### src/rtl/poci_pkg.sv
// poci_pkg: shared types and widths for the SPI POCI transmitter.
//   poci_state_t : transaction phase (address byte, then data bytes)
//   poci_dbg_t   : snapshot of the posedge-side state registers for observation
package poci_pkg;

    localparam int BYTE_W = 8;
    localparam int ADDR_W = 8;

    typedef enum logic {
        ST_ADDR = 1'b0,
        ST_DATA = 1'b1
    } poci_state_t;

    typedef struct packed {
        poci_state_t       state;
        logic [2:0]        bit_cnt;
        logic [BYTE_W-1:0] addr_sr;
    } poci_dbg_t;

endpackage

### src/rtl/poci_tx_if.sv
// poci_tx_if: signals between the POCI transmitter and the SPI top level.
//   serial_in  : PICO line, read only during the address byte
//   rd_data    : register value for rd_addr, from the combinational read mux
//   rd_addr    : read-mux select / current read address
//   serial_out : POCI pad bit
//   tx_active  : high while in the data phase
//   byte_done  : one-sclk pulse after each transmitted byte
// slave  = transmitter side, master = SPI top level / read mux side.
// There is no flow control: the transmitter advances every sclk edge and the
// read mux must settle rd_data within half an sclk period of rd_addr moving.
interface poci_tx_if;
    import poci_pkg::*;

    logic              serial_in;
    logic [BYTE_W-1:0] rd_data;
    logic [ADDR_W-1:0] rd_addr;
    logic              serial_out;
    logic              tx_active;
    logic              byte_done;

    modport slave (
        input  serial_in,
        input  rd_data,
        output rd_addr,
        output serial_out,
        output tx_active,
        output byte_done
    );

    modport master (
        output serial_in,
        output rd_data,
        input  rd_addr,
        input  serial_out,
        input  tx_active,
        input  byte_done
    );

endinterface

### src/rtl/poci_piso.sv
// poci_piso: negedge parallel-in / serial-out shifter driving the POCI pad.
//   sclk, rstn : SPI clock (mode 0) and async active-low reset
//   load       : snapshot din and launch its MSB on this negedge
//   shift      : launch the next bit of the held byte
//   din        : byte to transmit
//   serial_out : POCI bit; IDLE_OUT when neither load nor shift
module poci_piso
    import poci_pkg::*;
#(
    parameter logic IDLE_OUT = 1'b0
) (
    input  logic              sclk,
    input  logic              rstn,
    input  logic              load,
    input  logic              shift,
    input  logic [BYTE_W-1:0] din,
    output logic              serial_out
);

    logic [BYTE_W-1:0] tx_sr;

    // The byte is captured into tx_sr at load, so later rd_data changes
    // cannot disturb the byte already on the wire.
    always_ff @(negedge sclk or negedge rstn) begin
        if (!rstn) begin
            tx_sr      <= '0;
            serial_out <= IDLE_OUT;
        end else if (load) begin
            serial_out <= din[BYTE_W-1];
            tx_sr      <= {din[BYTE_W-2:0], 1'b0};
        end else if (shift) begin
            serial_out <= tx_sr[BYTE_W-1];
            tx_sr      <= {tx_sr[BYTE_W-2:0], 1'b0};
        end else begin
            serial_out <= IDLE_OUT;
        end
    end

endmodule

### src/rtl/poci_tx.sv
// poci_tx: SPI POCI-side transmitter.
// Captures an address byte from serial_in, then streams register contents
// MSB-first on serial_out, one byte per 8 sclk cycles, auto-incrementing
// rd_addr after each byte. Only rstn leaves the data phase.
//   sclk, rstn : SPI clock (mode 0), async active-low reset
//   bus        : poci_tx_if.slave (serial_in, rd_data, rd_addr, serial_out,
//                tx_active, byte_done)
//   dbg        : state, bit_cnt and addr_sr for observation
module poci_tx
    import poci_pkg::*;
#(
    parameter logic IDLE_OUT = 1'b0
) (
    input  logic       sclk,
    input  logic       rstn,
    poci_tx_if.slave   bus,
    output poci_dbg_t  dbg
);

    poci_state_t       state;
    logic [2:0]        bit_cnt;
    logic [BYTE_W-1:0] addr_sr;
    logic [ADDR_W-1:0] rd_addr_q;
    logic              byte_done_q;
    logic              load;
    logic              shift;

    always_ff @(posedge sclk or negedge rstn) begin
        if (!rstn) begin
            state       <= ST_ADDR;
            bit_cnt     <= 3'd0;
            addr_sr     <= '0;
            rd_addr_q   <= '0;
            byte_done_q <= 1'b0;
        end else begin
            bit_cnt     <= bit_cnt + 3'd1;
            byte_done_q <= 1'b0;
            case (state)
                ST_ADDR: begin
                    addr_sr <= {addr_sr[BYTE_W-2:0], bus.serial_in};
                    if (bit_cnt == 3'd7) begin
                        rd_addr_q <= {addr_sr[BYTE_W-2:0], bus.serial_in};
                        state     <= ST_DATA;
                    end
                end
                ST_DATA: begin
                    // serial_in is ignored here; writes are the receiver's job.
                    if (bit_cnt == 3'd7) begin
                        rd_addr_q   <= rd_addr_q + 8'd1;
                        byte_done_q <= 1'b1;
                    end
                end
            endcase
        end
    end

    // bit_cnt has already wrapped to 0 by the negedge after each byte
    // boundary, which is where the next byte is loaded.
    assign load  = (state == ST_DATA) && (bit_cnt == 3'd0);
    assign shift = (state == ST_DATA) && (bit_cnt != 3'd0);

    poci_piso #(
        .IDLE_OUT (IDLE_OUT)
    ) u_piso (
        .sclk       (sclk),
        .rstn       (rstn),
        .load       (load),
        .shift      (shift),
        .din        (bus.rd_data),
        .serial_out (bus.serial_out)
    );

    assign bus.rd_addr   = rd_addr_q;
    assign bus.tx_active = (state == ST_DATA);
    assign bus.byte_done = byte_done_q;

    assign dbg.state   = state;
    assign dbg.bit_cnt = bit_cnt;
    assign dbg.addr_sr = addr_sr;

endmodule

### src/flat_wrapper.sv
// flat-port wrapper written by rule: the top's interface ports become plain ports
module poci_tx_flat import poci_pkg::*;
#(
    parameter logic IDLE_OUT = 1'b0
)
  (sclk, rstn, dbg, bus_serial_in, bus_rd_data, bus_rd_addr, bus_serial_out, bus_tx_active, bus_byte_done);
  poci_tx_if bus_i ();
  input  logic sclk;
  input  logic rstn;
  output poci_dbg_t dbg;
  input wire logic [$bits(bus_i.serial_in)-1:0] bus_serial_in;
  input wire logic [$bits(bus_i.rd_data)-1:0] bus_rd_data;
  output wire logic [$bits(bus_i.rd_addr)-1:0] bus_rd_addr;
  output wire logic [$bits(bus_i.serial_out)-1:0] bus_serial_out;
  output wire logic [$bits(bus_i.tx_active)-1:0] bus_tx_active;
  output wire logic [$bits(bus_i.byte_done)-1:0] bus_byte_done;
  assign bus_i.serial_in = bus_serial_in;
  assign bus_i.rd_data = bus_rd_data;
  assign bus_rd_addr = bus_i.rd_addr;
  assign bus_serial_out = bus_i.serial_out;
  assign bus_tx_active = bus_i.tx_active;
  assign bus_byte_done = bus_i.byte_done;
  poci_tx #(.IDLE_OUT(IDLE_OUT)) u_core (.sclk(sclk), .rstn(rstn), .bus(bus_i), .dbg(dbg));
endmodule
### config.mk
export PLATFORM = sky130hd
export DESIGN_NAME = poci_tx_flat
export DESIGN_NICKNAME = d
export VERILOG_FILES = /design/src/rtl/poci_pkg.sv /design/src/rtl/poci_tx_if.sv /design/src/rtl/poci_piso.sv /design/src/rtl/poci_tx.sv /design/src/flat_wrapper.sv
export SDC_FILE = /design/constraint.sdc
export NUM_CORES = 1
export LEC_CHECK = 0
export BUFFER_PORTS_ARGS = -buffer_cell sky130_fd_sc_hd__buf_2
export CORE_AREA = 2 2 77 42
export CTS_BUF_LIST = sky130_fd_sc_hd__clkbuf_8
export CTS_CLUSTER_DIAMETER = 80
export DETAILED_ROUTE_END_ITERATION = 8
export DIE_AREA = 0 0 79 44
export GPL_ROUTABILITY_DRIVEN = 0
export PLACE_DENSITY = 0.75
export SETUP_SLACK_MARGIN = 0.05
export SKIP_LAST_GASP = 1
export SLEW_MARGIN = 10
export SYNTH_ARGS = -nofsm -noshare
export SYNTH_HDL_FRONTEND = slang
export SYNTH_SLANG_ARGS = --single-unit
### constraint.sdc
create_clock -name sclk -period 1.3 [get_ports sclk]
set_clock_uncertainty 0.05 [all_clocks]
set_input_delay 0.065 -clock sclk [delete_from_list [all_inputs] [get_ports sclk]]
set_output_delay 0.065 -clock sclk [all_outputs]
set_load 0.03 [all_outputs]
* Word-level counts from Yosys, hierarchy flattened *
Index checks and enable logic that the tools add are counted.

storage, ports and cells
  flip-flop bits (word level) = 30
  input bits = 11
  output and inout port bits = 23
  word-level logic and storage cells = 29

operators by class
  $add $sub $neg = 2
  equal/unequal tests = 3
  mux-type cells = 10
  bitwise gates (word level) = 1
  reduce and logical (&&, ||, !) cells = 6

operators by type and width
  kind                 number
  $mux 8               4
  $pmux 8 s2           1
  $add 8x1->8 const B  1
  $mux 1               5
  $add 3x1->3 const B  1
  $eq 3x3->1 const B   1
  $logic_not 3->1      1
  $reduce_bool 3->1    1
  $logic_and 1x1->1    2
  $ne 2x1->1 const B   1
  $ne 2x2->1 const B   1
  $reduce_and 2->1     1
  $reduce_bool 2->1    1
  $not 1->1            1

* Logic depth before layout (Yosys ltp) *
  depth in word-level cells = 4
  depth in mapped cells = 6
  gate-level depth less buffers = 5

* Modules after synthesis *
From an unflattened synthesis, not the netlist that was laid out.

unflattened totals
  cells, all modules = 117
  area total of the unflattened synthesis = 1343.8 µm²

by module, submodules not included
  module     times used  cells an instance  area an instance (µm²)  sequential area each (µm²)
  poci_tx    1           83                 980.9                   525.5
  poci_piso  1           34                 362.8                   200.2

==> results.toml <==
[clock_network]
htreeDepth = 2
cts_root_buffer = "clkbuf_8"
cts_made_buffers = 5
clkLatencyLatePin_ns = 0.28
cts_tree = "done"
max-clock-path-buffers = 2
path_clk_slew_ns = 0.06
cts.sinks = 29

[setup_path]
start_kind = "register"
crit_start = "u_core.bit_cnt[0]$_DFF_PN0_"
cp_slowest_cell = "dfrtp_2"
crit_path_end_kind = "register"
worst-path-buf-inv = 1
cp_top_family = "flip-flops"
cp_max_fo = 8
worstReg2RegStart = "u_core.bit_cnt[0]$_DFF_PN0_"
rrSetupSlack_ns = -0.55
r2r_cells = 5
path_cells = "inv_2, ha_4, nand2b_4, mux2i_1, a21oi_1"
critPathKind = "register to register"
critPathMaxStageDelay_ns = 0.36
required_ns = 0.73
r2r-end = "u_core.u_piso.tx_sr[6]$_DFFE_NN0P_"
cp_data_arrival_time_ns = 1.28

[floorplanning]
row_count = 14
start_util = 0.4625
coreArea_um2 = 2838
ios = 34
dieHeight_um = 44
die_area_um2 = 3476
die_w_um = 79

[synthesis]
ys_warn_count = 0
syn_inst = 117
synth_area_leaders = "dfrtp_1, dfrtn_1, mux2i_1"
syn_avg_cell_area_um2 = 11.22
yosysUniqueCellTypes = 25
syn_area_um2 = 1313
synth_largest_area_cell = "dfrtp_1"
synth.yosys.seq_area_share = 0.5529
syn-num-nets = 132
yosys.area.top_type_share = 0.4004
ys_ff_latch = 29

[sta]
layout_setup_ws_ns = -0.5505
hold_violations = 0
finalSetupViolations = 22
relSlewSlack = 0.8181
drv_slew = 0
rsz0062_at_grt = "true"
timing.hold.ws_ns = 0.4219
tightest_slew_ns = 0.2729

[placement]
hpwl_um = 1856
port_buffers = 33
placed_cell_area_um2 = 1582

[global_routing]
grt_pass1_wl_um = 5595
grt-ovfl-total = 0
grt_util_all_layers = 0.2214
grt_pass1_vias = 1155
grt_max_degree = 22
antenna_found_initial = 0

[route]
dr.pass1.iters = 6
initialDrtViolationCount = 47
num_vias = 1126
drc_errors = 0
drt-total-wl_um = 3570
wire_per_inst_um = 16.84
ant_nets = 0
vias_per_cell = 5.311

[cells_and_area]
nets = 186
design_area_um2 = 2033
diodes = 0
syn2layout_area_growth_pct = 54.91
final_util = 0.7165
drive_gt1_frac = 0.5407

[status]
status = "complete, but fails checks"
violations = "setup timing"

[min_path]
hp-start = "u_core.u_piso.tx_sr[5]$_DFFE_NN0P_"
hold-path-cell-count = 2
hold_path_end = "u_core.u_piso.tx_sr[5]$_DFFE_NN0P_"
min_path_type = "register to register"

[power_and_ir_drop]
peakVddDrop_mv = 0.7541
power.leakage_nw = 1.016
power_density_nw_per_um2 = 989.9

[flow_run]
max-cap-violations = 0
[cell usage in the layout, fill, tap and decap left out, types with 5 or more instances in the layout]
cell,count
a21oi_1,9
mux2_4,5
nand2_1,5
dfrtn_1,8
mux2i_1,10
o22ai_2,5
buf_2,31
buf_4,11
dfrtp_1,18
nor2_1,7
clkbuf_8,6
[worst register-to-register path, cell delays in order (launching register included)]
cell and delay, ns:
dfrtp_2 0.36, inv_2 0.05, ha_4 0.15, nand2b_4 0.13
mux2i_1 0.23, a21oi_1 0.08
[routing by layer]
layer,routed length (um),up-vias,part of all wire,global-route usage
li1,-,516,-,-
met1,1671,571,0.47,0.2892
met2,1692,31,0.47,0.3627
met3,171,8,0.048,0.05833
met4,34,0,0.0095,0.08276
met5,0,-,0,0
[synthesized netlist by cell type (all sizes together)]
cell type,instances
or2,1
a21o,1
and3,1
nor2,9
ha,4
nand2b,2
nand3,4
nand4,2
and2,1
dfrtn,8
mux2i,11
a21oi,13
o22ai,7
mux2,8
nor2b,2
nand2,5
o21ai,3
o31ai,1
buf,8
inv,4
and4,1
dfrtp,21
[timing repair]
item | CTS | global route
buffers inserted | 9 | 3
hold buffers | 2 | 0
pin swaps | 5 | 8
setup endpoints to repair | 29 | 29
resized for setup | 30 | 20
gates cloned | 4 | 0
hold endpoints to repair | 22 | 0
[layout make-up]
cell class / instances / area, um^2
Fill cell: 198 / 804.5
Sequential cell: 29 / 729.5
Multi-Input combinational cell: 76 / 694.4
Timing Repair Buffer: 55 / 452.9
Clock buffer: 6 / 82.58
Tap cell: 40 / 50.05
Inverter: 4 / 15.01
Clock inverter: 2 / 8.758
[flip-flops by register name, summed over array words and instances, names as in the netlist]
signal	count
u_core.bus.tx_active	1
u_core.bus.byte_done	1
u_core.bit_cnt	3
u_core.u_piso.serial_out	1
u_core.u_piso.tx_sr	7
u_core.bus.rd_addr	8
u_core.addr_sr	8
[worst max path at each step]
stage                     slack, ns  cells after the start                                  to
final                         -0.55                      5  u_core.u_piso.tx_sr[6]$_DFFE_NN0P_
after detailed placement      -0.67                      6  u_core.u_piso.tx_sr[6]$_DFFE_NN0P_
after floorplan               -0.67                      6  u_core.u_piso.tx_sr[2]$_DFFE_NN0P_
after global routing          -0.63                      5  u_core.u_piso.tx_sr[2]$_DFFE_NN0P_
after CTS                     -0.57                      5  u_core.u_piso.tx_sr[6]$_DFFE_NN0P_
after global placement        -0.63                      6  u_core.u_piso.tx_sr[7]$_DFFE_NN0P_
[kinds of logic after synthesis]
logic type | Yosys count | synth area share
AOI/OAI and AO/OA | 25 | 0.1058
muxes | 19 | 0.1525
adders and majority gates | 4 | 0.03813
buffers and inverters | 12 | 0.04575
and+or+nand+nor | 28 | 0.1049
DFF | 29 | 0.5529
[power by group]
group          internal, mW  total [mW]  switching [mW]
combinational         0.115       0.270           0.155
sequential            0.945       0.992          0.0467
clock                 0.418       0.751           0.333
total                  1.48        2.01           0.534
[through the flow]
| stage | worst slack, ns | power (mW) | setup TNS (ns) | std cells |
|---|---|---|---|---|
| 6_report | -0.5505 | 2.013 | -6.230 | 212 |
| 5_1_grt | -0.6330 | 2.086 | -7.309 | 212 |
| 4_1_cts | -0.5720 | 1.971 | -6.618 | 212 |
| 3_5_place_dp | -0.6746 | 1.202 | -7.439 | 190 |
| 3_3_place_gp | -0.6344 | 1.193 | -6.566 | 190 |
| 2_1_floorplan | -0.6669 | 1.110 | -6.980 | 117 |
Power figures use the tool's default switching activity.
